$ cat src/rtl/key_pio_pkg.sv
// Shared definitions for the debounced key PIO: register map and counter sizing.
package key_pio_pkg;

    localparam int ADDR_W = 3;

    typedef logic [ADDR_W-1:0] addr_t;

    // Avalon-MM register map (word addresses).
    localparam addr_t ADDR_DATA         = 3'd0;
    localparam addr_t ADDR_RAW          = 3'd1;
    localparam addr_t ADDR_IRQ_MASK     = 3'd2;
    localparam addr_t ADDR_EDGE_CAPTURE = 3'd3;
    localparam addr_t ADDR_RISE_EN      = 3'd4;
    localparam addr_t ADDR_FALL_EN      = 3'd5;

    // Width of the debounce counter; never narrower than one bit so the
    // declaration stays legal for tiny cycle counts.
    function automatic int cnt_width(input int cycles);
        return (cycles < 1) ? 1 : $clog2(cycles + 1);
    endfunction

endpackage

$ cat src/rtl/key_debounce.sv
// One key channel: two-flop synchroniser, stability counter and accepted level.
// Rise/fall pulses are combinational and high exactly on the edge where the
// accepted level changes, so capture logic can register them on that same edge.
module key_debounce
    import key_pio_pkg::*;
#(
    parameter int DEBOUNCE_CYCLES = 500000,
    parameter bit IDLE_LEVEL      = 1'b1
) (
    input  logic clk,
    input  logic reset_n,
    input  logic i_raw,
    output logic o_sync,
    output logic o_stable,
    output logic o_rise_pulse,
    output logic o_fall_pulse
);

    logic r_sync1;
    logic r_sync2;
    logic r_stable;
    logic w_update;

    // Bring the asynchronous key input into the clk domain.
    always_ff @(posedge clk or negedge reset_n) begin
        if (!reset_n) begin
            r_sync1 <= IDLE_LEVEL;
            r_sync2 <= IDLE_LEVEL;
        end else begin
            // NOTE: non-blocking assignments let r_sync2 take the old r_sync1, forming two real flops.
            r_sync1 <= i_raw;
            r_sync2 <= r_sync1;
        end
    end

    generate
        if (DEBOUNCE_CYCLES == 0) begin : g_bypass
            // Debounce disabled: accept any difference on the next edge.
            assign w_update = (r_sync2 != r_stable);
        end else begin : g_count
            localparam int CNT_W = cnt_width(DEBOUNCE_CYCLES);
            localparam logic [CNT_W-1:0] CNT_LAST = CNT_W'(DEBOUNCE_CYCLES - 1);

            logic [CNT_W-1:0] r_count;

            // Count consecutive cycles the synchronised input differs from the
            // accepted level; any return to the accepted level restarts the count.
            always_ff @(posedge clk or negedge reset_n) begin
                if (!reset_n) begin
                    r_count <= '0;
                end else if ((r_sync2 == r_stable) || w_update) begin
                    r_count <= '0;
                end else begin
                    r_count <= r_count + CNT_W'(1);
                end
            end

            assign w_update = (r_sync2 != r_stable) && (r_count == CNT_LAST);
        end
    endgenerate

    // Accept the new level once it has been held long enough.
    always_ff @(posedge clk or negedge reset_n) begin
        if (!reset_n) begin
            r_stable <= IDLE_LEVEL;
        end else if (w_update) begin
            r_stable <= r_sync2;
        end
    end

    assign o_sync       = r_sync2;
    assign o_stable     = r_stable;
    assign o_rise_pulse = w_update &  r_sync2;
    assign o_fall_pulse = w_update & ~r_sync2;

endmodule

$ cat src/rtl/key_pio_debounced.sv
// Avalon-MM key/switch PIO with per-channel debounce, selectable edge capture
// (write-1-to-clear, new edges win over clears) and a level interrupt.
module key_pio_debounced
    import key_pio_pkg::*;
#(
    parameter int               WIDTH           = 3,
    parameter int               DEBOUNCE_CYCLES = 500000,
    parameter logic [WIDTH-1:0] IDLE_LEVEL      = '1
) (
    input  logic             clk,
    input  logic             reset_n,
    input  logic [2:0]       address,
    input  logic             chipselect,
    input  logic             write_n,
    input  logic [31:0]      writedata,
    output logic [31:0]      readdata,
    input  logic [WIDTH-1:0] in_port,
    output logic             irq
);

    logic [WIDTH-1:0] w_raw;
    logic [WIDTH-1:0] w_stable;
    logic [WIDTH-1:0] w_rise;
    logic [WIDTH-1:0] w_fall;
    logic [WIDTH-1:0] w_events;
    logic [WIDTH-1:0] w_ec_clear;
    logic [WIDTH-1:0] w_wdata;
    logic [31:0]      w_read_value;
    logic             w_write;
    logic             w_unused_wdata;

    logic [WIDTH-1:0] r_irq_mask;
    logic [WIDTH-1:0] r_edge_capture;
    logic [WIDTH-1:0] r_rise_en;
    logic [WIDTH-1:0] r_fall_en;
    logic [31:0]      r_readdata;

    genvar gi;
    generate
        for (gi = 0; gi < WIDTH; gi++) begin : g_chan
            key_debounce #(
                .DEBOUNCE_CYCLES (DEBOUNCE_CYCLES),
                .IDLE_LEVEL      (IDLE_LEVEL[gi])
            ) u_debounce (
                .clk          (clk),
                .reset_n      (reset_n),
                .i_raw        (in_port[gi]),
                .o_sync       (w_raw[gi]),
                .o_stable     (w_stable[gi]),
                .o_rise_pulse (w_rise[gi]),
                .o_fall_pulse (w_fall[gi])
            );
        end
    endgenerate

    assign w_write        = chipselect & ~write_n;
    assign w_wdata        = writedata[WIDTH-1:0];
    assign w_unused_wdata = ^writedata;

    // Edge enables are sampled as they stand before the write edge, so an
    // enable change only affects transitions completing afterwards.
    assign w_events   = (w_rise & r_rise_en) | (w_fall & r_fall_en);
    assign w_ec_clear = (w_write && (address == ADDR_EDGE_CAPTURE)) ? w_wdata : '0;

    // Software-writable control registers.
    always_ff @(posedge clk or negedge reset_n) begin
        if (!reset_n) begin
            r_irq_mask <= '0;
            r_rise_en  <= '0;
            r_fall_en  <= '1;
        end else if (w_write) begin
            case (address)
                ADDR_IRQ_MASK: r_irq_mask <= w_wdata;
                ADDR_RISE_EN:  r_rise_en  <= w_wdata;
                ADDR_FALL_EN:  r_fall_en  <= w_wdata;
                default:       ;
            endcase
        end
    end

    // Edge capture: clear first, then OR in new events so a simultaneous set wins.
    always_ff @(posedge clk or negedge reset_n) begin
        if (!reset_n) begin
            r_edge_capture <= '0;
        end else begin
            r_edge_capture <= (r_edge_capture & ~w_ec_clear) | w_events;
        end
    end

    // Read mux; unmapped addresses and unused upper bits return zero.
    always_comb begin
        // NOTE: default first so every path assigns w_read_value and no latch is inferred.
        w_read_value = '0;
        case (address)
            ADDR_DATA:         w_read_value[WIDTH-1:0] = w_stable;
            ADDR_RAW:          w_read_value[WIDTH-1:0] = w_raw;
            ADDR_IRQ_MASK:     w_read_value[WIDTH-1:0] = r_irq_mask;
            ADDR_EDGE_CAPTURE: w_read_value[WIDTH-1:0] = r_edge_capture;
            ADDR_RISE_EN:      w_read_value[WIDTH-1:0] = r_rise_en;
            ADDR_FALL_EN:      w_read_value[WIDTH-1:0] = r_fall_en;
            default:           ;
        endcase
    end

    // Register read data every cycle; reads need no chipselect.
    always_ff @(posedge clk or negedge reset_n) begin
        if (!reset_n) begin
            r_readdata <= '0;
        end else begin
            r_readdata <= w_read_value;
        end
    end

    assign readdata = r_readdata;
    assign irq      = |(r_edge_capture & r_irq_mask);

endmodule

$ cat config.mk
export PLATFORM = sky130hd
export DESIGN_NAME = key_pio_debounced
export DESIGN_NICKNAME = d
export VERILOG_FILES = /design/src/rtl/key_pio_pkg.sv /design/src/rtl/key_debounce.sv /design/src/rtl/key_pio_debounced.sv
export SDC_FILE = /design/constraint.sdc
export NUM_CORES = 1
export LEC_CHECK = 0
export CORE_MARGIN = 5
export CORE_UTILIZATION = 48
export DETAILED_ROUTE_END_ITERATION = 10
export GPL_TIMING_DRIVEN = 1
export PLACE_DENSITY = 0.81
export SLEW_MARGIN = 0
export SYNTH_ARGS = -nofsm -noshare
export SYNTH_HDL_FRONTEND = slang
export SYNTH_HIERARCHICAL = 1
export SYNTH_SLANG_ARGS = --single-unit
$ cat constraint.sdc
create_clock -name clk -period 4.46 [get_ports clk]
set_clock_uncertainty 0.05 [all_clocks]
set_input_delay 0.446 -clock clk [delete_from_list [all_inputs] [get_ports clk]]
set_output_delay 0.446 -clock clk [all_outputs]
set_load 0.05 [all_outputs]
==> qor.txt <==
Nets: 469
CTS tree: done
Peak VDD IR: 230 uV
crit path DAT: 1.89 ns
WL/cell: 13.9 um
Slew Limit Fails: 0
height of the chip: 106 um
CP Class: reg -> out
Yosys cell types: 48
die area: 11200 um^2
Final Util: 0.531
Netlist Area Pre-Place: 4390 um^2
cell depth of the worst flop-to-flop path: 7
DR vias: 2946
design area: 4680 um^2
Placer Congestion: 0.851
largest net degree at the start of global routing: 82
fillers: 734
total I/O pin count: 75
worst skew pair latency: 0.34 ns
residual DRC count: 0
CP Capture Type: output port
maximum fanout along the worst path: 3
Post-CTS Setup Inserts: 0
H-tree depth: 3
vias in the first global route: 2831
Routed WL: 7470 um
Core Footprint: 8810 um^2
Sink Count: 81
hold_ws: 0.197 ns
ys async rst share: 1.00
FF+latch count, synth: 81
post-detail-place hpwl: 5180 um
PwrDens: 321 nW/um^2
initial antenna violation count: 0
Cells after Synth: 407
Critical R2R Capture: r_edge_capture[2]$_DFF_PN0_
top_reg_cell synth: dfrtp_1
final hold viol count: 0
Ys Warns: 6
top-area cell type share of the netlist area: 0.394
Syn Area/Cell: 10.8 um^2
TNS Setup: 0 ns
outcome: finished, final reports clean
drt pass-1 iters: 5
All-Layer GR Usage: 0.139
gr ovfl total: 0
Hold-fix buffers, CTS: 0
clk buf depth: 2
FF-to-FF setup slack: 2.13 ns
Min-Delay Path Class: in -> async
# port buffers: 16
fmax: 418 MHz
fraction of layout cells with a size suffix above 1: 0.182
Post-synth EDFFs: 0
CTS resizes: 0
Post-synth top cells: dfrtp_1, nor2_1, buf_4, nand3_1, xnor2_1
Worst-path clk slew: 0.09 ns
cell taking the most area after synthesis: dfrtp_1
unrepaired setup endpoints after global routing: false
final setup vio count: 0
max_cap viols: 0
post-layout power: 1.50 mW
Worst Tran Pin Value: 0.981 ns
CTS Buf Count: 9
row count: 34
Syn-to-layout area delta: 6.65%
Clock Tree Root: clkbuf_8
DR iter-0 viols: 139
startpoint types: flop
post-synthesis sequential area ratio: 0.465
final worst path period share: 0.536
Worst Path Required: 3.96 ns
most numerous cell in the Yosys netlist: dfrtp_1
Pleak: 1.93 nW
diodes inserted: 0
Chip Width: 106 um
initial core utilization: 0.498
Antenna Violating Nets Remaining: 0
post-DR vias/cell: 5.49
placed inst area: 4500 um^2
fin crit period: 2.39 ns
slew margin rel.: 0.344
global-route wire length before repair: 12900 um
top post-synthesis cells by area: dfrtp_1, dfstp_2, buf_4, nor2_1, xnor2_1
worst r2r src: g_chan[2].u_debounce/g_count.r_count[9]$_DFF_PN0_
sequential cells by signal, summed over array words and instances (netlist names):
| name | cells |
|---|---|
| r_fall_en | 3 |
| g_chan.u_debounce/r_sync1 | 3 |
| g_chan.u_debounce/o_sync | 3 |
| readdata | 3 |
| g_chan.u_debounce/o_stable | 3 |
| r_edge_capture | 3 |
| r_rise_en | 3 |
| g_chan.u_debounce/g_count.r_count | 57 |
| r_irq_mask | 3 |
layout make-up:
class,instances,area (um^2),area share
inverter,8,30.0,0.00642
clock buffer,9,124,0.0265
tap,108,135,0.0289
multi-input combinational,308,2130,0.456
timing repair buffer,16,158,0.0337
sequential,81,2040,0.436
clock inverter,7,55.1,0.0118
power by group:
group          switching, mW  leakage [nW]  internal [mW]
sequential            0.0310          1.06          0.779
clock                  0.279        0.0741          0.205
combinational          0.139         0.796         0.0714
critical path, stage by stage, from the launching register on:
cell and delay, ns:
dfrtp_1 0.41, a222oi_1 0.36, inv_1 0.07, clkdlybuf4s50_1 0.71
routing by layer:
layer	GRT usage	routed length [um]	up-vias
li1	-	-	1428
met1	0.181	3400	1436
met2	0.229	3700	70
met3	0.0251	277	12
met4	0.0574	94	0
met5	0	0	-
kinds of logic after synthesis:
family / after synthesis / share of synthesized area
and+or+nand+nor: 171 / 0.244
DFF: 81 / 0.465
AOI/OAI and AO/OA: 48 / 0.0782
buffers and inverters: 46 / 0.0719
xor gates and xnor gates: 39 / 0.0779
muxes: 18 / 0.0536
adders and majority gates: 3 / 0.00856
other: 1 / 0.000855
how the worst max path moves through the flow:
| stage | startpoint | to | slack, ns | depth (start not counted) |
|---|---|---|---|---|
| after global routing | g_chan[2].u_debounce/g_count.r_count[9]$_DFF_PN0_ | r_edge_capture[2]$_DFF_PN0_ | 1.97 | 7 |
| after CTS | r_irq_mask[1]$_DFFE_PN0P_ | irq | 2.03 | 3 |
| after floorplan | g_chan[1].u_debounce/g_count.r_count[9]$_DFF_PN0_ | r_edge_capture[1]$_DFF_PN0_ | 2.34 | 7 |
| final | r_irq_mask[1]$_DFFE_PN0P_ | irq | 2.07 | 3 |
| after global placement | g_chan[2].u_debounce/g_count.r_count[9]$_DFF_PN0_ | r_edge_capture[2]$_DFF_PN0_ | 2.19 | 7 |
| after detailed placement | g_chan[2].u_debounce/g_count.r_count[9]$_DFF_PN0_ | r_edge_capture[2]$_DFF_PN0_ | 2.13 | 7 |
cell usage in the layout (no fill, tap or decap), types with 14 or more instances in the layout:
master           synthesis  layout
xnor2_1                 21      21
nand2_1                 15      15
conb_1                   1      29
nand3_1                 21      21
dfrtp_1                 69      69
clkdlybuf4s50_1          0      15
nor2_1                  49      49
xor2_1                  18      18
a21oi_1                 18      18
o21ai_0                 14      14
through the flow:
stage / worst slack [ns] / cells
floorplan: 2.34 / 435
global placement: 2.19 / 521
detailed placement: 2.13 / 521
CTS: 2.03 / 537
global route: 1.97 / 537
finish: 2.07 / 537
(Power assumes the default switching activity.)
